--- src/rtl/pipe_stage_skid_reg.sv ---
// Parametrised valid/ready pipeline stage register with optional 2-entry skid
// buffer, synchronous flush and zeroed bubbles.
module pipe_stage_skid_reg #(
    parameter int unsigned DATA_W      = 105,
    parameter bit          SKID        = 1'b1,
    parameter bit          ZERO_BUBBLE = 1'b1
) (
    input  logic              clk,
    input  logic              reset,
    input  logic              flush,
    input  logic              in_valid,
    output logic              in_ready,
    input  logic [DATA_W-1:0] in_data,
    output logic              out_valid,
    input  logic              out_ready,
    output logic [DATA_W-1:0] out_data,
    output logic [1:0]        occupancy
);

    logic              r_m_valid;
    logic [DATA_W-1:0] r_m_data;
    logic              r_s_valid;
    logic              w_accept;
    logic              w_drain;

    assign w_accept = in_valid & in_ready;
    assign w_drain  = r_m_valid & out_ready;

    generate
        if (SKID) begin : g_skid
            logic [DATA_W-1:0] r_s_data;

            // in_ready depends only on the skid flag, so no path from out_ready
            assign in_ready = ~r_s_valid;

            always_ff @(posedge clk or negedge reset) begin
                if (!reset) begin
                    r_m_valid <= 1'b0;
                    r_m_data  <= '0;
                    r_s_valid <= 1'b0;
                    r_s_data  <= '0;
                end else if (flush) begin
                    r_m_valid <= 1'b0;
                    r_s_valid <= 1'b0;
                end else if (!r_m_valid || w_drain) begin
                    if (r_s_valid) begin
                        r_m_valid <= 1'b1;
                        r_m_data  <= r_s_data;
                        r_s_valid <= 1'b0;
                    end else if (w_accept) begin
                        r_m_valid <= 1'b1;
                        r_m_data  <= in_data;
                    end else begin
                        r_m_valid <= 1'b0;
                    end
                end else if (w_accept) begin
                    r_s_valid <= 1'b1;
                    r_s_data  <= in_data;
                end
            end
        end else begin : g_single
            assign in_ready  = ~r_m_valid | out_ready;
            assign r_s_valid = 1'b0;

            always_ff @(posedge clk or negedge reset) begin
                if (!reset) begin
                    r_m_valid <= 1'b0;
                    r_m_data  <= '0;
                end else if (flush) begin
                    r_m_valid <= 1'b0;
                end else if (w_accept) begin
                    r_m_valid <= 1'b1;
                    r_m_data  <= in_data;
                end else if (w_drain) begin
                    r_m_valid <= 1'b0;
                end
            end
        end
    endgenerate

    assign out_valid = r_m_valid;
    assign occupancy = 2'(r_m_valid) + 2'(r_s_valid);

    always_comb begin
        out_data = r_m_data;
        if (ZERO_BUBBLE && !r_m_valid) begin
            out_data = '0;
        end
    end

endmodule

--- config.mk ---
export PLATFORM = sky130hd
export DESIGN_NAME = pipe_stage_skid_reg
export DESIGN_NICKNAME = d
export VERILOG_FILES = /design/src/rtl/pipe_stage_skid_reg.sv
export SDC_FILE = /design/constraint.sdc
export NUM_CORES = 1
export LEC_CHECK = 0
export CORE_ASPECT_RATIO = 0.75
export CORE_MARGIN = 1
export CORE_UTILIZATION = 50
export CTS_BUF_LIST = sky130_fd_sc_hd__clkbuf_4 sky130_fd_sc_hd__clkbuf_8
export DETAILED_ROUTE_END_ITERATION = 7
export GPL_TIMING_DRIVEN = 0
export HOLD_SLACK_MARGIN = 0.12
export PLACE_DENSITY = 0.79
export SLEW_MARGIN = 20
export SYNTH_ARGS = -nofsm -noshare
export SYNTH_HDL_FRONTEND = slang
export SYNTH_SLANG_ARGS = --single-unit
--- constraint.sdc ---
create_clock -name clk -period 2.29 [get_ports clk]
set_input_delay 0.458 -clock clk [delete_from_list [all_inputs] [get_ports clk]]
set_output_delay 0.458 -clock clk [all_outputs]
set_load 0.05 [all_outputs]
Word level (Yosys, flattened, before mapping)
Index checks and enable logic that the tools add are counted.
- mux-type cells: 10
- reduce and logical (&&, ||, !) cells: 7
- bitwise logic cells: 5
- $add $sub $neg: 1
- operators with widths (kind ; count):
    105-bit two-way mux ; 3
    1-bit two-way mux ; 7
    3-bit AND reduction ; 2
    2-bit nonzero test ; 2
    1-bit NOT ; 3
    3-bit nonzero test ; 1
    1-bit by 1-bit adder with 2-bit output ; 1
    1-bit bitwise AND ; 2
    1-bit logical NOT ; 1
    1-bit logical OR ; 1
- output and inout bits: 109
- register bits: 212
- logic and storage cells: 27
- input port bits: 110

Logic depth before layout (Yosys ltp)
Gate-level depths: netlist of run 1.
- depth after elaboration: 6
- mapped depth: 6

Worst setup path after synthesis of run 1
No wires, ideal clock.
- kind: register to output
- start: reg r_m_valid (netlist: out_valid)
- end: out out_data[100]
- cell stages (with the launch flop): 4
- path slack: 0.170 ns
- path buffers: 2
- data arrival time: 1.662 ns
- cells stage by stage: dfrtp_1 clkbuf_1 clkbuf_1 and2_1
- longest elaborated chain between the ends: 1
- ends and longest elaborated chain (what ; RTL line ; RTL):
    start: declaration ; 20 ; logic r_m_valid;
    start signal: assignment ; 38 ; r_m_valid <= 1'b0;
    start signal: assignment ; 43 ; r_m_valid <= 1'b0;
    start signal: assignment ; 47 ; r_m_valid <= 1'b1;
    105-bit two-way mux ; 86 ; if (ZERO_BUBBLE && !r_m_valid) begin
    end: declaration ; 16 ; output logic [DATA_W-1:0] out_data,
No other way between the ends.

Worst setup path in the final report of run 1
- start: reg r_m_valid (netlist: out_valid)
- end: out out_data[23]
The elaborated chain is that of the path after synthesis.

==> run metrics, run 1 <==
status finished with violations; failing checks design-rule violations; fmax approximately 460 MHz; CTS Sinks between 200 and 250; Synth cell types 17; Pleak between 5 and 6 nW; Initial DRC Count between 200 and 300; WL per Instance about 18 um; syn nets around 800; initial antenna violation count 0; number of detailed-route iterations in the first pass 6; ant diodes 0; Final Hold Fails 0; combinational share of power approximately a quarter; Max-slew headroom 58.03%; Nets 1057; final setup fails 0; share of power burned in registers 45.5%; die width 165.7 um; Final min period between 2000 and 2500 ps; Die Height around 120 um; H-tree levels 2; Arr. time, crit path between 1500 and 2000 ps; final cell count without fillers roughly 1200; DR vias ~6200; sw frac 27.90%; Final Skew about 10 ps; Pwr Density ~830 nW/um^2; Worst Max-Slew Pin Slew 629.5 ps; Num CTS Buffers 35; Initial Utilization about 50%; DRT Wirelength 22100 um; Reg clk slew, reported paths about 60 ps; Die ar. around 21000 um^2; Int Pwr roughly 0.008 W; Row Count between 40 and 50; CTS Root Cell clkbuf_8; TritonCTS clock tree done; CP Launch Type flip-flop; GRT Util Overall between 20% and 30%; Mapped Area 10050 um^2; Synth Warn # 0; Placer Congestion 0.7254; maximum capacitance violations 0; worst setup path class reg -> out; core area 19540 um^2; placed insts approximately 1200; R2R cell count 6; Reg2Reg Setup Slack 210 ps; # port buffers around 220; Boundary Pins about 220; Psw between 0.003 and 0.004 W; GRT overflow 0; fillers approximately 1500; hold path depth 1; Longest Clk Path Bufs 3; Slew Limit Fails 0; utilization after layout between 60% and 70%; CP Capture Type output pin; fin crit share 95.43%; first-pass GRT wire length 36500 um; Area growth syn-to-layout 31.85%; Synth Area per Inst around 15 um^2; share of layout cells above drive strength 1 53.57%; Clock Latency Late Sink just over 500 ps; DR vias/cell roughly 5; Hold Slack slightly below 500 ps; hpwl dp ~15000 um; RSZ-0062 raised after global routing true; commonest non-fill, non-tap cell in the layout mux2_2; vias in the first global route between 6000 and 7000; Tot Pwr 0.01095 W; CP max FO 10; number of remaining DRC errors 16; Crit path required time 1830 ps; #FFs+latches synth ~210; Worst IR Drop VDD ~450 uV; post-synthesis sequential area ratio between 50 and 60%; Synth Instances 687; post-route ant nets 0; Hold Path Class reg -> reg; most frequent cells in the layout mux2_2 (254), dfrtp_1 (211), clkdlybuf4s50_1 (108); Clk pwr share between 30% and 40%; largest net degree at the start of global routing between 70 and 80
## cell type report
class / instances / area (um^2) / share of cell area, %
flip-flops and latches: 212 / 5306 / 40.04
clock buffers: 56 / 714.4 / 5.390
clock inverters: 2 / 10.01 / 0.07552
repair buffers: 223 / 2128 / 16.06
multi-input cells: 429 / 4464 / 33.68
plain buffers: 44 / 310.3 / 2.341
inverters: 1 / 3.754 / 0.02832
well taps: 253 / 316.6 / 2.388
## synth_stat cells, drive strengths merged
cell type	instances	area (um^2)
mux2	315	3735
dfrtp	212	5305
and2	105	656.9
buf	28	215.2
clkbuf	17	63.81
nor2	2	7.510
nor3	2	21.27
a21oi	1	5.000
and2b	1	10.01
ha	1	12.51
inv	1	3.750
nand2b	1	6.260
nand3	1	10.01
## state kept, by name, indices dropped and copies added (netlist names)
| name | count |
|---|---|
| out_valid | 1 |
| r_s_valid | 1 |
| r_m_data | 105 |
| g_skid.r_s_data | 105 |
## worst max-delay path, cell delays in order (launching register included)
cell             delay [ps]
dfrtp_2                 450
clkbuf_2                230
and2_1                  180
clkdlybuf4s18_2         370
## what timing repair did
action                                  4_1_cts  5_1_grt
buffers inserted                              2        0
resized for setup                           519       27
hold buffers                                  1        0
endpoints found under the hold margin        71        0
endpoints found under the setup margin      109       87
## power groups by stage
stage / combinational [W] / sequential (W) / clock [W]
floorplan: 0.00183 / 0.00489 / 0
global placement: 0.00256 / 0.00499 / 0
detailed placement: 0.00262 / 0.00502 / 0
CTS: 0.00258 / 0.00497 / 0.00352
global route: 0.00272 / 0.00508 / 0.00370
finish: 0.00255 / 0.00498 / 0.00341
## metrics by stage
step                setup slack, ps  TNS [ps]  cell area (um^2)
global placement              -8351  -1817810             12550
floorplan                     169.7         0             10050
CTS                          -59.10     -1435             13270
finish                        104.7         0             13250
detailed placement           -809.2    -54450             12610
global route                 -4.627    -4.627             13250
## metal layers
layer	global-route usage [%]	vias up	share of wire, %
met4	5.992	0	1.8
met3	5.466	37	6.2
met1	32.69	3088	49
li1	-	2917	-
met2	32.65	176	43
met5	0	-	0
## kinds of logic after synthesis
family                     after synthesis  share of synthesized area [%]
adders and majority gates                1                         0.1245
AOI/OAI and AO/OA                        1                        0.04974
DFF                                    212                          52.78
buffers and inverters                   46                          2.813
and+or+nand+nor                        112                          7.082
muxes                                  315                          37.15
## path summary, 6_finish.rpt
path	startpoint	end
worst max-delay path	out_valid	out_data[23]
worst min-delay path	r_m_data[35]	r_m_data[35]
worst max register to register	out_valid	r_m_data[38]
worst min register to register	r_m_data[35]	r_m_data[35]
max in group asynchronous	reset	out_valid
min in group asynchronous	reset	g_skid.r_s_data[95]
Power figures use the tool's default switching activity.
==> inputs of run 2 (changes only) <==
- CORE_ASPECT_RATIO: 0.75 -> 0.8
==> run metrics, run 2 (same netlist as run 1, synthesis figures left out) <==
commonest non-fill, non-tap cell in the layout mux2_2 (unchanged); Row Count 45 (was 44); post-route ant nets 0 (unchanged); share of layout cells above drive strength 1 53.45% (was 53.57%); worst setup path class reg -> out (unchanged); Worst Max-Slew Pin Slew 649.9 ps (was 629.5 ps); DR vias/cell 5.085 (was 5.097); pre-CTS setup slack -795.2 ps (was -809.2 ps); Pleak 5.976 nW (was 5.949 nW); Die Height 128.8 um (was 124.8 um); Hold Slack 476.0 ps (was 481.8 ps); Initial Utilization 52.05% (was 51.43%); crit path launch out_valid (unchanged); GRT Util Overall 21.47% (was 22.23%); ant diodes 0 (unchanged); worst reg2reg startpoint out_valid (unchanged); CP Capture Type output pin (unchanged); largest net degree at the start of global routing 78 (was 76); H-tree levels 2 (unchanged); Register Area 5306 um^2 (unchanged); final setup fails 0 (unchanged); sum of buffers and inverters on the critical path 1 (was 2); Reg clk slew, reported paths 60 ps (about the same); min setup slack post-route 57.77 ps (was 104.7 ps); Tot Pwr 0.01092 W (was 0.01095 W); Arr. time, crit path 1770 ps (was 1730 ps); Placer Congestion 0.7360 (was 0.7254); most frequent cells in the layout mux2_2 (254), dfrtp_1 (211), clkdlybuf4s50_1 (108) (unchanged); Boundary Pins 219 (unchanged); CP Launch Type flip-flop (unchanged); Nets 1059 (was 1057); vias in the first global route 6656 (was 6736); DR vias 6249 (was 6218); Largest delay share family, worst path buffers and inverters (unchanged); Max-slew headroom 56.67% (was 58.03%); placed instance area 12620 um^2 (was 12610 um^2); # port buffers 218 (unchanged); Area growth syn-to-layout 31.74% (was 31.85%); CP peak stage delay 490 ps (was 450 ps); DRT Wirelength 21580 um (was 22100 um); WL per Instance 17.55 um (was 18.11 um); Slew Limit Fails 0 (unchanged); TritonCTS clock tree done (unchanged); Final min period 2232 ps (was 2185 ps); setup TNS 0 ps (unchanged); Hold Path Class in -> async (was reg -> reg); maximum capacitance violations 0 (unchanged); fin crit share 97.48% (was 95.43%); area of the multi-input gates 4464 um^2 (unchanged); number of detailed-route iterations in the first pass 4 (was 6); Die ar. 20680 um^2 (about the same); Clock Latency Late Sink 500 ps (was 510 ps); Final Skew 8.766 ps (was 10.16 ps); Final Hold Fails 0 (unchanged); Initial DRC Count 235 (was 286); die width 160.5 um (was 165.7 um); fillers 1429 (was 1471); fmax 448.0 MHz (was 457.6 MHz); CP max-delay cell clkdlybuf4s15_1 (was dfrtp_2); Final Cell Area 13240 um^2 (was 13250 um^2); Longest Clk Path Bufs 3 (unchanged); hpwl dp 14670 um (was 14960 um); RSZ-0062 raised after global routing true (unchanged); CTS Sinks 212 (unchanged); Worst IR Drop VDD 448.2 uV (was 445.2 uV); critical path, cell by cell ha_1 -> clkdlybuf4s15_1 (was clkbuf_2 -> and2_1 -> clkdlybuf4s18_2); core area 19310 um^2 (was 19540 um^2); CP max FO 6 (was 10); Num CTS Buffers 36 (was 35); Crit path required time 1830 ps (about the same); Pwr Density 824.3 nW/um^2 (was 825.9 nW/um^2); status completed (was finished with violations); CTS Root Cell clkbuf_8 (unchanged); GRT overflow 0 (unchanged); initial antenna violation count 1 (was 0); number of remaining DRC errors 0 (was 16); first-pass GRT wire length 35070 um (was 36500 um); Top Registers g_skid.r_s_data: 105 flops, r_m_data: 105 flops (unchanged)
## run 2: timing repair
item,CTS,global route
hold endpoints to repair,60,0
pin swaps,0,1
buffers inserted,2,1
hold buffers,1,0
gates resized for setup,518,41
endpoints found under the setup margin,109,89
## run 2: area by class of cell
class,instances,share of cell area (%)
tap,258,2.438
timing repair buffer,224,15.85
inverter,1,0.02834
clock inverter,3,0.1134
clock buffer,58,5.319
multi-input combinational,429,33.71
buffer,44,2.466
sequential,212,40.07
## run 2: worst reg2reg max path: stages (launching register included)
cell and delay (ps):
dfrtp_2 480, buf_4 190, buf_4 140, and2b_4 170, nor3_4 210, buf_12 140, buf_6 170, buf_6 180
mux2_2 340
## run 2: where the power goes
part | switching [W] | internal (W) | total (W)
clock | 0.00146 | 0.00194 | 0.00340
combinational | 0.00120 | 0.00135 | 0.00255
sequential | 0.000394 | 0.00458 | 0.00497
## run 2: final timing paths
kind                                  endpoint  slack (ps)  depth (start not counted)
min reg2reg                       r_m_data[33]         490                          1
max in group asynchronous         r_m_data[43]         690                          4
min in group clk                  r_m_data[33]         490                          1
max reg2reg                       r_m_data[59]         140                          8
min                        g_skid.r_s_data[94]         480                          2
max                               occupancy[0]          60                          2
## run 2: layer usage
metal	vias to the layer above	wire, um	global-route usage [%]
met4	2	291	5.546
met5	-	13	0
met1	3110	10340	30.47
met2	175	9246	31.75
li1	2931	-	-
met3	31	1686	6.931
## run 2: stage by stage
stage | utilization, % | instances
after CTS | 68.25 | 1228
after global placement | 65.02 | 1163
after global routing | 68.57 | 1229
final | 68.57 | 1229
after detailed placement | 65.33 | 1165
after floorplan | - | 687
